[config.mk]
export PLATFORM = sky130hd
export DESIGN_NAME = sqrt_iter
export DESIGN_NICKNAME = d
export VERILOG_FILES = /design/src/rtl/sqrt_iter.sv
export SDC_FILE = /design/constraint.sdc
export NUM_CORES = 1
export LEC_CHECK = 0
export CAP_MARGIN = 15
export CORE_UTILIZATION = 40
export CTS_BUF_LIST = sky130_fd_sc_hd__clkbuf_8 sky130_fd_sc_hd__clkbuf_16
export DETAILED_ROUTE_END_ITERATION = 6
export PLACE_DENSITY = 0.62
export SYNTH_ARGS = -nofsm -noshare
export SYNTH_HDL_FRONTEND = slang
export SYNTH_SLANG_ARGS = --single-unit
[constraint.sdc]
create_clock -name clk_i -period 9.7 [get_ports clk_i]
set_clock_uncertainty 0.05 [all_clocks]
set_input_delay 1.94 -clock clk_i [delete_from_list [all_inputs] [get_ports clk_i]]
set_output_delay 1.94 -clock clk_i [all_outputs]
set_load 0.1 [all_outputs]
[src/rtl/sqrt_iter.sv]
// Iterative radix-4 integer square root: root = floor(sqrt(a)), rem = a - root^2.
// Optional single-cycle alignment via leading-one detect when SQRT_FAST_ALIGN_EN is defined.
module sqrt_iter #(
  parameter int unsigned WIDTH = 32
) (
  input  logic               clk_i,
  input  logic               rst_i,
  input  logic               start_i,
  input  logic               abort_i,
  input  logic [WIDTH-1:0]   a_i,
  output logic               busy_o,
  output logic               valid_o,
  output logic [WIDTH/2-1:0] root_o,
  output logic [WIDTH/2:0]   rem_o
);

  localparam int unsigned RW = WIDTH / 2;
  localparam logic [WIDTH-1:0] D_INIT = {2'b01, {(WIDTH-2){1'b0}}};

  typedef enum logic [1:0] {IDLE, ALIGN, ITER} state_t;

  state_t           state_q, state_d;
  logic [WIDTH-1:0] x_q, x_d;
  logic [WIDTH-1:0] r_q, r_d;
  logic [WIDTH-1:0] d_q, d_d;
  logic             busy_q, busy_d;
  logic             valid_q, valid_d;
  logic [RW-1:0]    root_q, root_d;
  logic [RW:0]      rem_q, rem_d;
  logic [WIDTH-1:0] rd;

  assign rd = r_q + d_q;

`ifdef SQRT_FAST_ALIGN_EN
  logic [WIDTH-1:0] pow4;

  // Highest power of four not exceeding x; zero when x is zero.
  always_comb begin
    pow4 = '0;
    for (int unsigned i = 0; i < WIDTH; i += 2) begin
      if (((x_q >> i) & WIDTH'(3)) != '0) pow4 = WIDTH'(1) << i;
    end
  end
`endif

  always_comb begin
    state_d = state_q;
    x_d     = x_q;
    r_d     = r_q;
    d_d     = d_q;
    busy_d  = busy_q;
    valid_d = 1'b0;
    root_d  = root_q;
    rem_d   = rem_q;
    case (state_q)
      IDLE: begin
        if (start_i) begin
          x_d     = a_i;
          r_d     = '0;
          d_d     = D_INIT;
          busy_d  = 1'b1;
          state_d = ALIGN;
        end
      end
      ALIGN: begin
        if (abort_i) begin
          busy_d  = 1'b0;
          state_d = IDLE;
        end else begin
`ifdef SQRT_FAST_ALIGN_EN
          d_d     = pow4;
          state_d = ITER;
`else
          if (d_q > x_q && d_q != '0) d_d = d_q >> 2;
          else                        state_d = ITER;
`endif
        end
      end
      ITER: begin
        if (abort_i) begin
          busy_d  = 1'b0;
          state_d = IDLE;
        end else if (d_q != '0) begin
          d_d = d_q >> 2;
          if (x_q >= rd) begin
            x_d = x_q - rd;
            r_d = (r_q >> 1) + d_q;
          end else begin
            r_d = r_q >> 1;
          end
        end else begin
          root_d  = r_q[RW-1:0];
          rem_d   = x_q[RW:0];
          valid_d = 1'b1;
          busy_d  = 1'b0;
          state_d = IDLE;
        end
      end
      default: state_d = IDLE;
    endcase
  end

  always_ff @(posedge clk_i or posedge rst_i) begin
    if (rst_i) begin
      state_q <= IDLE;
      x_q     <= '0;
      r_q     <= '0;
      d_q     <= D_INIT;
      busy_q  <= 1'b0;
      valid_q <= 1'b0;
      root_q  <= '0;
      rem_q   <= '0;
    end else begin
      state_q <= state_d;
      x_q     <= x_d;
      r_q     <= r_d;
      d_q     <= d_d;
      busy_q  <= busy_d;
      valid_q <= valid_d;
      root_q  <= root_d;
      rem_q   <= rem_d;
    end
  end

  assign busy_o  = busy_q;
  assign valid_o = valid_q;
  assign root_o  = root_q;
  assign rem_o   = rem_q;

endmodule

* Word-level counts from Yosys, hierarchy flattened
Cells that the tools add are included.
** Word-level totals
- Flip-flop bits (word level) :: 133
- Bits of input ports :: 36
- Output and inout port bits :: 35
- Logic and storage cells :: 67
** Cells by class
- $add $sub $neg :: 3
- Order comparisons :: 2
- Equal/unequal tests :: 11
- Muxes and demuxes :: 30
- Bitwise operators :: 2
- Reductions and logical operators :: 11
** Operator list (number)
- 2-to-1 mux 32 bit :: 13
- one-hot mux 32 bit (2 select lines) :: 2
- one-hot mux 32 bit (3 select lines) :: 1
- adder 31 x 32 -> 32 bit :: 1
- adder 32 bit :: 1
- >= comparator 32 bit :: 1
- > comparator 32 bit :: 1
- nonzero test 32 bit :: 1
- subtractor 32 bit :: 1
- != test 2 bit, second input constant :: 7
- 2-to-1 mux 2 bit :: 5
- AND reduction 4 bit :: 2
- 2-to-1 mux 1 bit :: 7
- != test 3 bit, second input constant :: 2
- one-hot mux 2 bit (3 select lines) :: 1
- AND reduction 3 bit :: 2
- AND reduction 6 bit :: 1
- AND reduction 5 bit :: 1
- one-hot mux 1 bit (3 select lines) :: 1
- nonzero test 3 bit :: 1
- equality test 2 x 1 -> 1 bit, second input constant :: 1
- equality test 2 bit, second input constant :: 1
- logical NOT 2 bit :: 1
- inverter 1 bit :: 2
- 2 further kinds :: 2

* Longest topological paths before layout
- Depth in word-level cells :: 6
- Depth in mapped cells :: 21
- Depth with buffers taken out :: 20

* Least setup slack after synthesis
No wires, ideal clock.
- Path type :: flip-flop to flip-flop
- Start :: register d_q[0]
- End :: register x_q[29]
- Setup time :: 0.142 ns
- Data arrival time :: 4.110 ns
- Required time :: 9.508 ns
- Path slack :: 5.398 ns
- Stages on the path, launching flop included :: 22
- Buffers on the path :: 1
- Clock period less this slack :: 4.302 ns
- Path through :: dfrtp_1 -> ha_1 -> ha_1 -> a21o_1 -> a31oi_1 -> o311ai_0 -> and2_1 -> a21o_1 -> a31oi_1 -> nor2b_1 -> xnor2_1 -> ha_1 -> buf_2 -> a21oi_2 -> o21ai_0 -> or4_1 -> o21ai_0 -> o21ba_4 -> a221oi_4 -> mux2i_1 -> o21bai_2 -> o311ai_2
** On the way
- Longest elaborated chain between the ends :: 6
- Elaborated cells on any way between the ends :: 11
- Classes of those cells :: 2 x add/sub; 1 x order compare; 2 x eq/ne; 4 x mux; 2 x reduce/logical
** RTL lines
- start, declared :: line 25 : logic [WIDTH-1:0] d_q, d_d;
- start signal, assigned :: line 108 : d_q <= D_INIT;
- start signal, assigned :: line 117 : d_q <= d_d;
- adder 32 bit :: line 32 : assign rd = r_q + d_q;
- subtractor 32 bit :: line 86 : x_d = x_q - rd;
- 2-to-1 mux 32 bit :: line 85 : if (x_q >= rd) begin
- 2-to-1 mux 32 bit :: line 83 : end else if (d_q != '0) begin
- 2-to-1 mux 32 bit :: line 80 : if (abort_i) begin
- one-hot mux 32 bit (2 select lines) :: line 55 : case (state_q)
- end signal, assigned :: line 106 : x_q <= '0;
- end signal, assigned :: line 115 : x_q <= x_d;
- end, declared :: line 23 : logic [WIDTH-1:0] x_q, x_d;
Parallel ways exist; a longest one is shown, timed or not. The select of a mux whose other input is x is not followed.
A chain may end at the register's enable or synchronous reset.

* Worst setup path after layout
- Start :: register r_q[2]
- End :: register r_q[20]
** On the way
- Longest elaborated chain between the ends :: 6
- Elaborated cells on any way between the ends :: 7
- Classes of those cells :: 2 x add/sub; 1 x order compare; 4 x mux
** RTL lines
- start, declared :: line 24 : logic [WIDTH-1:0] r_q, r_d;
- start signal, assigned :: line 116 : r_q <= r_d;
- adder 32 bit :: line 32
- >= comparator 32 bit :: line 85
- 2-to-1 mux 32 bit * :: line 85
- 2-to-1 mux 32 bit * :: line 83
- 2-to-1 mux 32 bit * :: line 80
- one-hot mux 32 bit (2 select lines) * :: line 55
Every way passes the cells marked *; elsewhere a longest branch is shown, timed or not. The select of a mux whose other input is x is not followed.

==> results_tabular.tex <==
\begin{tabular}{lr}
\hline
Metric & Value \\
\hline
\multicolumn{2}{l}{\textbf{Run status}} \\
Status & completed \\
\multicolumn{2}{l}{\textbf{Power}} \\
Power per cell area & 324 nW/um2 \\
Cell internal pwr & 1.76 mW \\
Portion of total power attributed to sequential cells & 22.0\% \\
Leakage Power & 4.54 nW \\
Worst ir drop on vdd & 0.000143 V \\
Combinational Power Share & 60.0\% \\
Clock share of power & 18.0\% \\
Switching power summed over all nets & 1.75 mW \\
Fraction of power spent switching nets & 49.8\% \\
\multicolumn{2}{l}{\textbf{Clock tree}} \\
Clock tree sinks & 117 \\
Clock tree from TritonCTS & yes \\
Number of CTS-inserted buffers & 17 \\
PostCTS Resize Cnt & 0 \\
Number of buffers inserted by hold repair at cts & 0 \\
Clock-pin slew on the worst setup and hold paths & 0.06 ns \\
Clk root buf & sky130\_fd\_sc\_hd\_\_clkbuf\_16 \\
Buffers inserted by post-CTS timing repair & 0 \\
Insertion delay of the later-clocked pin in the worst-skew pair & 0.43 ns \\
Level count of the clock H-tree & 4 \\
Clock Tree Buf Depth & 2 \\
\multicolumn{2}{l}{\textbf{Route}} \\
Final Routed Wirelength & 24.6 mm \\
Routed via count divided by cell count & 5.58 \\
Number of search-and-repair iterations in the first detailed-routing pass & 5 \\
\# DRC & 0 \\
Final ANT Viol Nets & 0 \\
Initial detailed-routing violation count & 451 \\
Average detailed-routed wire length per instance & 17.5 um \\
Vias after detailed routing & 7828 \\
\multicolumn{2}{l}{\textbf{Timing}} \\
Unrepaired setup endpoints after global routing & no \\
Number of pins exceeding their max-slew limit in the final report & 0 \\
Number of hold violations in the final report & 0 \\
Highest clock frequency the design can meet & 185 MHz \\
Final worst path period need & 5.41 ns \\
Period Utilization, post-route & 55.8\% \\
Final TNS setup & 0 ns \\
Crit path setup slack, layout & 4.29 ns \\
Transition time of the tightest slew-check pin & 0.990 ns \\
Normalized max-slew margin & 33.9\% \\
\# setup viols final & 0 \\
\multicolumn{2}{l}{\textbf{Setup path}} \\
Critical Setup Path Class & reg2reg \\
Most common cell type on the critical path & sky130\_fd\_sc\_hd\_\_ha\_1 \\
Family of cells with the greatest summed delay on the critical path & compound AO/OA/AOI/OAI gates \\
Worst path slowest cell & sky130\_fd\_sc\_hd\_\_a211oi\_4 \\
Crit-path max cell delay & 0.78 ns \\
Launching point of the worst reg2reg path & r\_q[2] \\
Buffers \& Inverters on Critical Path & 1 \\
Required time reported for the critical path endpoint & 9.94 ns \\
Type of element launching the critical path & flip-flop \\
Critical Path End Type & flip-flop \\
Crit path cell chain & ha\_1 > a31oi\_2 > nand2\_1 > a31oi\_1 > o21ai\_2 > a31o\_2 > a211oi\_2 > o21bai\_1 > xnor2\_1 > ha\_1 > a21oi\_1 > nor2b\_1 > nor3\_1 > inv\_1 > a211oi\_4 > nor2\_4 > mux2i\_1 > o21ai\_1 \\
Maximum fanout along the worst path & 20 \\
CP arrival & 5.66 ns \\
Beginning of the critical path & r\_q[2] \\
\multicolumn{2}{l}{\textbf{Synth}} \\
Most used standard cell by instance count after synthesis & sky130\_fd\_sc\_hd\_\_dfrtp\_1 \\
Synthesized area per cell & 9.11 um2 \\
Most instantiated cells after synthesis & sky130\_fd\_sc\_hd\_\_dfrtp\_1 (116), sky130\_fd\_sc\_hd\_\_nand2\_1 (94), sky130\_fd\_sc\_hd\_\_ha\_1 (86) \\
Biggest area contributors in the synthesized netlist & sky130\_fd\_sc\_hd\_\_dfrtp\_1 (31\%), sky130\_fd\_sc\_hd\_\_ha\_1 (12\%), sky130\_fd\_sc\_hd\_\_xnor2\_1 (5.0\%), sky130\_fd\_sc\_hd\_\_mux2\_2 (4.5\%), sky130\_fd\_sc\_hd\_\_mux2i\_1 (4.3\%) \\
Primary flip-flop cell chosen by synthesis mapping & sky130\_fd\_sc\_hd\_\_dfrtp\_1 \\
Seq/Total Area, Yosys & 31.4\% \\
Area of the mapped netlist & 9330 um2 \\
Share of synthesized flip-flops with an asynchronous set or reset & 100\% \\
Unique masters post-synth & 82 \\
Synth Warn \# & 0 \\
Synth area leader & sky130\_fd\_sc\_hd\_\_dfrtp\_1 \\
Portion of synthesized cell area occupied by the leading cell type & 31.1\% \\
Post-Syn Nets & 1147 \\
Gate count after technology mapping & 1024 \\
EDFF count, synth & 0 \\
Count of state elements after synthesis & 117 \\
\multicolumn{2}{l}{\textbf{Placed design}} \\
Number of buffers inserted by port buffering & 70 \\
Minimum setup slack after placement & 4.36 ns \\
DPL Wire Length & 17.9 mm \\
Final RePlAce weighted congestion & 0.913 \\
\multicolumn{2}{l}{\textbf{Floorplan}} \\
Initial core utilization & 40.9\% \\
Core footprint & 22800 um2 \\
Number of placement rows & 55 \\
Die X-Extent & 155 um \\
Area of the die & 23900 um2 \\
Number of top-level design ports & 71 \\
Height of the die & 155 um \\
\multicolumn{2}{l}{\textbf{GRT}} \\
Maximum number of pins on one net before global-route repair & 72 \\
Number of global-route vias before repair & 7610 \\
Gr ovfl total & 0 \\
Initial antenna violation count & 0 \\
Wire length of the first global-routing pass & 40.8 mm \\
Overall track demand over capacity in global routing & 21.6\% \\
\multicolumn{2}{l}{\textbf{Worst hold path}} \\
Critical hold path startpoint & rem\_o[9] \\
Worst Hold Class & reg2reg \\
\multicolumn{2}{l}{\textbf{Final layout}} \\
\# fillers & 2178 \\
Final nets & 1201 \\
Fraction of layout cells with a size suffix above 1 & 10.5\% \\
P\&R area growth vs syn & 16.4\% \\
Antenna diode count & 0 \\
\multicolumn{2}{l}{\textbf{Flow run}} \\
Max-cap viol count & 0 \\
\hline
\end{tabular}
-- cells by family (layout without fill, tap and decap cells) --
logic type               Yosys count  after routing  synth area share, %
multiplexers                      77             77                 8.76
adder cells (fa/ha/maj)           87             87                 11.8
buffers and inverters             81            148                 3.77
flip-flops                       117            117                 31.4
AND/OR/NAND/NOR                  286            286                 14.7
XOR/XNOR                          82             82                 7.70
AO/OA/AOI/OAI                    294            294                 21.9
-- flip-flops by register name, indices dropped and copies added, names as in the netlist --
register	flops
r_q	32
rem_o	17
valid_o	1
d_q	16
root_o	16
state_q	2
x_q	32
busy_o	1
-- routing by layer --
layer | vias to the layer above | share of wire [%] | routed length (um) | GRT usage [%]
met3 | 30 | 3.9 | 948 | 2.86
li1 | 3851 | - | - | -
met1 | 3745 | 50 | 12400 | 31.2
met2 | 202 | 44 | 10800 | 33.0
met5 | - | 0 | 0 | 0
met4 | 0 | 1.9 | 475 | 7.17
-- area by class of cell --
type	instances	area, um2	area share [%]
clock buffer	18	439	4.05
clock inverter	14	139	1.28
inverter	40	153	1.41
multi-input combinational	826	6060	55.8
sequential	117	2930	27.0
tap	313	392	3.61
timing repair buffer	76	746	6.87
-- power by group through the flow --
stage                     clock [mW]  sequential, mW  combinational (mW)
after floorplan                    0           0.982                1.44
after global placement             0           0.782                2.06
after detailed placement           0           0.780                2.09
after CTS                      0.639           0.773                2.10
after global routing           0.660           0.792                2.30
final                          0.631           0.773                2.11
-- path summary, 6_finish.rpt --
| path | to | slack [ns] | depth (start not counted) |
|---|---|---|---|
| hold / removal | rem_o[9] | 0.45 | 1 |
| min in group asynchronous | r_q[6] | 1.91 | 2 |
| max in group asynchronous | x_q[20] | 6.32 | 3 |
| setup / recovery | r_q[20] | 4.29 | 18 |
| hold reg to reg | rem_o[9] | 0.45 | 1 |
| setup reg to reg | r_q[20] | 4.29 | 18 |
-- cells in the final DEF (no fill, tap or decap), drive strengths merged, types with 3 or more instances in the layout --
cell and count:
or3 6, o211ai 3, nor2 72, o21a 6
a31oi 34, o22ai 3, clkdlybuf4s50 70, clkbuf 18
a211oi 9, nor3 22, nand4 14, o31ai 6
dfrtp 116, buf 6, nor2b 13, mux2 37
a21boi 3, nor3b 7, or2 4, and2 4
nand3 17, o21ai 72, xnor2 53, nor4 6
inv 42, a22o 15, a21oi 73, and4 3
and3 8, o311ai 4, clkinv 6, nand2 94
ha 86, nand2b 11, clkinvlp 4, o21bai 19
a21o 22, mux2i 40, xor2 29, a31o 5
-- through the flow --
| step | util (%) | area (um2) | total power, mW | hold WS (ns) | std cells |
|---|---|---|---|---|---|
| 2_1_floorplan | - | 9330 | 2.42 | 0.424 | 1024 |
| 3_3_place_gp | 45.1 | 10300 | 2.84 | 0.440 | 1372 |
| 3_5_place_dp | 45.1 | 10300 | 2.87 | 0.445 | 1372 |
| 4_1_cts | 47.7 | 10900 | 3.51 | 0.459 | 1404 |
| 5_1_grt | 47.7 | 10900 | 3.75 | 0.468 | 1404 |
| 6_report | 47.7 | 10900 | 3.51 | 0.455 | 1404 |
Power figures use the tool's default switching activity.
